<file path="src/rtl/mem_ctrl_arb.sv">
// Multi-channel memory controller: arbitrates NUM_CH byte-stream requesters onto
// an 8-bit RAM bus with one-cycle read latency, cancellable reads and a global pause.
module mem_ctrl_arb #(
  parameter int NUM_CH    = 2,
  parameter int PRIO_MODE = 0,
  parameter int MAX_LEN   = 4
) (
  input  logic                          clk_in,
  input  logic                          rst_in,
  input  logic                          rdy_in,
  input  logic [NUM_CH-1:0]             req_in,
  input  logic [NUM_CH-1:0]             rw_in,
  input  logic [32*NUM_CH-1:0]          addr_in,
  input  logic [8*MAX_LEN*NUM_CH-1:0]   wdata_in,
  input  logic [3*NUM_CH-1:0]           len_in,
  input  logic [NUM_CH-1:0]             cancel_in,
  output logic [NUM_CH-1:0]             busy_out,
  output logic [NUM_CH-1:0]             done_out,
  output logic [8*MAX_LEN-1:0]          rdata_out,
  input  logic [7:0]                    ram_din,
  output logic [7:0]                    ram_dout,
  output logic [31:0]                   ram_a,
  output logic                          ram_wr
);
  localparam int          CW   = (NUM_CH > 1) ? $clog2(NUM_CH) : 1;
  localparam int          DW   = 8*MAX_LEN;
  localparam logic [2:0]  LMAX = 3'(MAX_LEN);

  typedef enum logic [1:0] {IDLE, RD, RD_TAIL, WR} state_e;

  state_e              state_q;
  logic [CW-1:0]       own_q, ptr_q, win;
  logic                found;
  logic [NUM_CH-1:0]   busy_q, done_q, elig, win_oh;
  logic [2:0]          idx_q, last_q, lraw, lnorm, samp_idx;
  logic [DW-1:0]       wbuf_q, res_q, res_n, rdata_q;
  logic [7:0]          dout_q;
  logic [31:0]         a_q;
  logic                wr_q;

  // A channel whose done pulse is showing still holds req this cycle; masking it
  // keeps the same transaction from being accepted twice.
  assign elig = req_in & ~cancel_in & ~done_q;

  always_comb begin
    int c;
    c     = 0;
    win   = '0;
    found = 1'b0;
    if (PRIO_MODE == 0) begin
      for (int i = 0; i < NUM_CH; i++)
        if (elig[i]) begin
          win   = CW'(i);
          found = 1'b1;
        end
    end else begin
      // Walk offsets from farthest to nearest so the nearest eligible after ptr wins.
      for (int i = NUM_CH; i >= 1; i--) begin
        c = (int'(ptr_q) + i) % NUM_CH;
        if (elig[c]) begin
          win   = CW'(c);
          found = 1'b1;
        end
      end
    end
    win_oh      = '0;
    win_oh[win] = 1'b1;
  end

  always_comb begin
    lraw  = len_in[3*win +: 3];
    lnorm = (lraw == 3'd0) ? 3'd1 : ((lraw > LMAX) ? LMAX : lraw);
  end

  // Byte arriving on ram_din belongs to the address driven one cycle earlier.
  always_comb begin
    samp_idx = (state_q == RD_TAIL) ? idx_q : idx_q - 3'd1;
    res_n    = res_q;
    if ((state_q == RD && idx_q != 3'd0) || state_q == RD_TAIL)
      res_n[{samp_idx, 3'b000} +: 8] = ram_din;
  end

  always_ff @(posedge clk_in) begin
    if (!rst_in) begin
      state_q <= IDLE;
      own_q   <= '0;
      ptr_q   <= CW'(NUM_CH-1);
      busy_q  <= '0;
      done_q  <= '0;
      idx_q   <= '0;
      last_q  <= '0;
      wbuf_q  <= '0;
      res_q   <= '0;
      rdata_q <= '0;
      dout_q  <= '0;
      a_q     <= '0;
      wr_q    <= 1'b0;
    end else if (rdy_in) begin
      done_q <= '0;
      case (state_q)
        IDLE: if (found) begin
          own_q  <= win;
          if (PRIO_MODE != 0) ptr_q <= win;
          busy_q <= win_oh;
          a_q    <= addr_in[32*win +: 32];
          idx_q  <= '0;
          last_q <= lnorm - 3'd1;
          res_q  <= '0;
          if (rw_in[win]) begin
            state_q <= WR;
            wr_q    <= 1'b1;
            dout_q  <= wdata_in[DW*win +: 8];
            wbuf_q  <= wdata_in[DW*win +: DW] >> 8;
          end else begin
            state_q <= RD;
          end
        end
        WR: begin
          if (idx_q == last_q) begin
            state_q <= IDLE;
            wr_q    <= 1'b0;
            busy_q  <= '0;
            done_q  <= busy_q;
          end else begin
            idx_q  <= idx_q + 3'd1;
            a_q    <= a_q + 32'd1;
            dout_q <= wbuf_q[7:0];
            wbuf_q <= wbuf_q >> 8;
          end
        end
        default: begin
          if (cancel_in[own_q]) begin
            state_q <= IDLE;
            busy_q  <= '0;
          end else begin
            res_q <= res_n;
            if (state_q == RD_TAIL) begin
              state_q <= IDLE;
              busy_q  <= '0;
              done_q  <= busy_q;
              rdata_q <= res_n;
            end else if (idx_q == last_q) begin
              state_q <= RD_TAIL;
            end else begin
              idx_q <= idx_q + 3'd1;
              a_q   <= a_q + 32'd1;
            end
          end
        end
      endcase
    end
  end

  assign busy_out  = busy_q;
  assign done_out  = done_q;
  assign rdata_out = rdata_q;
  assign ram_dout  = dout_q;
  assign ram_a     = a_q;
  assign ram_wr    = wr_q & rdy_in;
endmodule
</file>
<file path="config.mk">
export PLATFORM = sky130hd
export DESIGN_NAME = mem_ctrl_arb
export DESIGN_NICKNAME = d
export VERILOG_FILES = /design/src/rtl/mem_ctrl_arb.sv
export SDC_FILE = /design/constraint.sdc
export NUM_CORES = 1
export LEC_CHECK = 0
export BUFFER_PORTS_ARGS = -buffer_cell sky130_fd_sc_hd__buf_2
export CELL_PAD_IN_SITES_DETAIL_PLACEMENT = 1
export CELL_PAD_IN_SITES_GLOBAL_PLACEMENT = 1
export CORE_MARGIN = 2
export CORE_UTILIZATION = 38
export DETAILED_ROUTE_END_ITERATION = 8
export PLACE_DENSITY = 0.83
export SYNTH_ARGS = -nofsm -noshare
export SYNTH_HDL_FRONTEND = slang
export SYNTH_SLANG_ARGS = --single-unit
</file>
<file path="constraint.sdc">
create_clock -name clk_in -period 4.2 [get_ports clk_in]
set_clock_uncertainty 0.1 [all_clocks]
set_input_delay 0.84 -clock clk_in [delete_from_list [all_inputs] [get_ports clk_in]]
set_output_delay 0.84 -clock clk_in [all_outputs]
set_load 0.005 [all_outputs]
</file>
==> run summary <==
most frequent cells in the layout: 226 x buf_2, 195 x nand2_1, 141 x dfxtp_1
minimum clock period: 3.663 ns
maxcap violations: 0
first-pass GRT wire length: 43,380 µm
switching share of power: 30.86%
Synthesized Nets: 1,161
Post-Syn Area: 7809 µm²
Total Die Area: 21,710 µm²
RSZ-0062 raised after global routing: false
Setup TNS: 0 ns
Synth Warn #: 0
Area growth syn-to-layout: 24.45%
status: finished, final reports clean
Root Buffer: clkbuf_16
relative slew slack: 23.09%
PostCTS Resize Cnt: 0
Async SR Flop Fraction: 0%
Post-synth top flop: dfxtp_1
final count of pins violating max slew: 0
crit end category: register
PortBufs: 227
CP most frequent cell: ha_1
GPL Wtd Cong: 0.8508
number of flops mapped to enable cells by yosys: 0
Initial Util: 38.72%
overall power: 3.713 mW
Worst-Skew Late Latency: 0.43 ns
endpoints failing setup: 0
Internal Dissipation: 2.567 mW
pre-CTS setup slack: 0.5751 ns
Setup crit start kind: register
fin crit share: 87.21%
Leak Pwr: 4.319 nW
Mapped Cells: 1,000
Avg WL per Cell: 18.09 µm
Worst-Margin Slew: 1.138 ns
layout cell share with drive strength beyond 1: 24.89%
final setup margin: 0.5373 ns
CP cell instances: inv_1 > ha_1 > inv_1 > o21ai_0 > ha_1 > ha_1 > nand2b_1 > or4b_1 > buf_4 > or2_1 > a221o_1
Synth Register Bits: 141
syn avg cell area: 7.809 µm²
drc violations: 0
CTS tree: built
I/O Pins: 228
# nets final: 1,333
DR vias: 8,231
row count: 52
PD cells: 382.1 nW/µm²
Clk pwr share: 42.8%
VDD IR max: 0.3253 mV
core area: 20,170 µm²
sequential power share: 39.3%
Max FO, Critical Path: 17
CTS Buffer Depth: 2
Combinational Power Share: 17.8%
post-route ant nets: 0
Detailed Route WL: 26,390 µm
CTS Hold Bufs: 0
Critical Path RT: 4.41 ns
H-tree depth: 4
Die W: 147.4 µm
CTS Buf Count: 17
Hold WC Path Type: register to register
slowest stage delay, CP: 0.56 ns
Final Instance Area: 9718 µm²
DP Area: 9094 µm²
worst path arrival time: 3.88 ns
Die Y: 147.4 µm
Sw Pwr: 1.146 mW
Max stage delay cell, worst path: dfxtp_1
drt first pass iters: 4
post-synth cell types: 67
dpl hpwl: 17,960 µm
Sink Count: 141
final hold viol count: 0
CTS clock-pin slew for the worst setup and hold paths: 0.07 ns
Iter 0 DRT Violations: 313
leading cell type in the layout, fill and taps excluded: buf_2
Worst Path Class, Setup: register to register
initial antenna violation count: 4
GRT overflow: 0
worst hold slack: 0.3661 ns
largest net degree at the start of global routing: 68
f_max: 0.2730 GHz
GRT Util Overall: 24.50%
vias per cell: 5.642
vias in the first global route: 8,294
Seq/Total Area, Yosys: 36.15%
post-CTS setup repair buffer count: 0
worst paths after layout:
check	startpoint	end	slack [ns]	depth (start not counted)
max	idx_q[0]$_SDFFE_PN0P_	res_q[20]$_SDFFE_PN0P_	0.54	11
min	ram_dout[4]$_SDFFE_PN0P_	ram_dout[4]$_SDFFE_PN0P_	0.37	2
max reg2reg	idx_q[0]$_SDFFE_PN0P_	res_q[20]$_SDFFE_PN0P_	0.54	11
min reg2reg	ram_dout[4]$_SDFFE_PN0P_	ram_dout[4]$_SDFFE_PN0P_	0.37	2
logic make-up (layout without fill, tap and decap cells):
family / Yosys count / after routing / share of synthesized area, %
AO/OA/AOI/OAI: 268 / 268 / 22.96
flip-flops: 141 / 141 / 36.15
multiplexers: 72 / 72 / 9.293
buffers and inverters: 105 / 290 / 5.512
adder cells (fa/ha/maj): 10 / 10 / 1.602
AND/OR/NAND/NOR: 399 / 399 / 23.83
XOR/XNOR: 5 / 5 / 0.6571
other: 0 / 4 / 0
sequential cells by signal, indices dropped and copies added, names as in the netlist:
register   cells
rdata_out     32
last_q         2
ram_a         32
wr_q           1
idx_q          3
done_out       2
wbuf_q        24
busy_out       2
ram_dout       8
own_q          1
res_q         32
state_q        2
worst max-delay path, delay by kind of cell (launching register included):
kind	cells	cell delay, ns
AOI/OAI and AO/OA	2	0.49
adders and majority gates	3	0.88
buffers and inverters	3	0.42
DFF	1	0.56
and+or+nand+nor	3	1.10
area by class of cell:
cell class,count,area (µm²)
Fill cell,2529,10450
Multi-Input combinational cell,754,4607
Sequential cell,141,2823
Timing Repair Buffer,246,1281
Clock buffer,17,425.4
Tap cell,270,337.8
Clock inverter,15,188.9
Inverter,12,45.04
Antenna cell,4,10.01
synth_stat cells (4+ instances only):
master | n | area [µm²]
a211oi_1 | 21 | 157.7
a21oi_1 | 73 | 365.4
a221o_1 | 5 | 50.05
a22o_1 | 24 | 210.2
a31oi_1 | 9 | 56.30
a41o_1 | 4 | 40.04
and2_1 | 16 | 100.1
and3_1 | 10 | 62.56
and4_1 | 7 | 61.31
buf_1 | 4 | 15.01
buf_2 | 8 | 40.04
buf_4 | 5 | 37.54
clkbuf_1 | 75 | 281.5
dfxtp_1 | 141 | 2823
ha_1 | 10 | 125.1
inv_1 | 11 | 41.29
mux2_2 | 4 | 45.04
mux2i_1 | 68 | 680.7
nand2_1 | 195 | 732.0
nand2b_1 | 7 | 43.79
nand3_1 | 48 | 240.2
nand3b_1 | 4 | 30.03
nand4_1 | 11 | 68.82
nor2_1 | 45 | 168.9
nor2b_1 | 5 | 31.28
nor3_1 | 21 | 105.1
nor3b_1 | 4 | 30.03
nor4_1 | 14 | 87.58
o211ai_1 | 37 | 277.8
o21a_1 | 5 | 37.54
o21ai_0 | 44 | 220.2
o22ai_1 | 6 | 37.54
o2bb2ai_1 | 6 | 52.55
power by group through the flow:
stage | sequential [mW] | clock [mW] | combinational (mW)
floorplan | 1.47 | 0 | 0.418
global placement | 1.49 | 0 | 0.641
detailed placement | 1.49 | 0 | 0.658
CTS | 1.46 | 1.61 | 0.667
global route | 1.47 | 1.68 | 0.738
finish | 1.46 | 1.59 | 0.662
per-stage QoR:
step	utilization [%]	std cells
floorplan	-	1000
global placement	45.09	1423
detailed placement	45.09	1423
CTS	48.13	1455
global route	48.17	1458
finish	48.18	1459
per-layer routing:
layer  global-route usage (%)  share of wire (%)  up-vias
met2                    41.50                 49      228
met1                    30.85                 44     3987
met4                    9.279                2.5        0
met5                        0                  0        -
li1                         -                  -     3975
met3                    4.876                5.3       41
No activity file was read; power rests on OpenSTA's default activity.
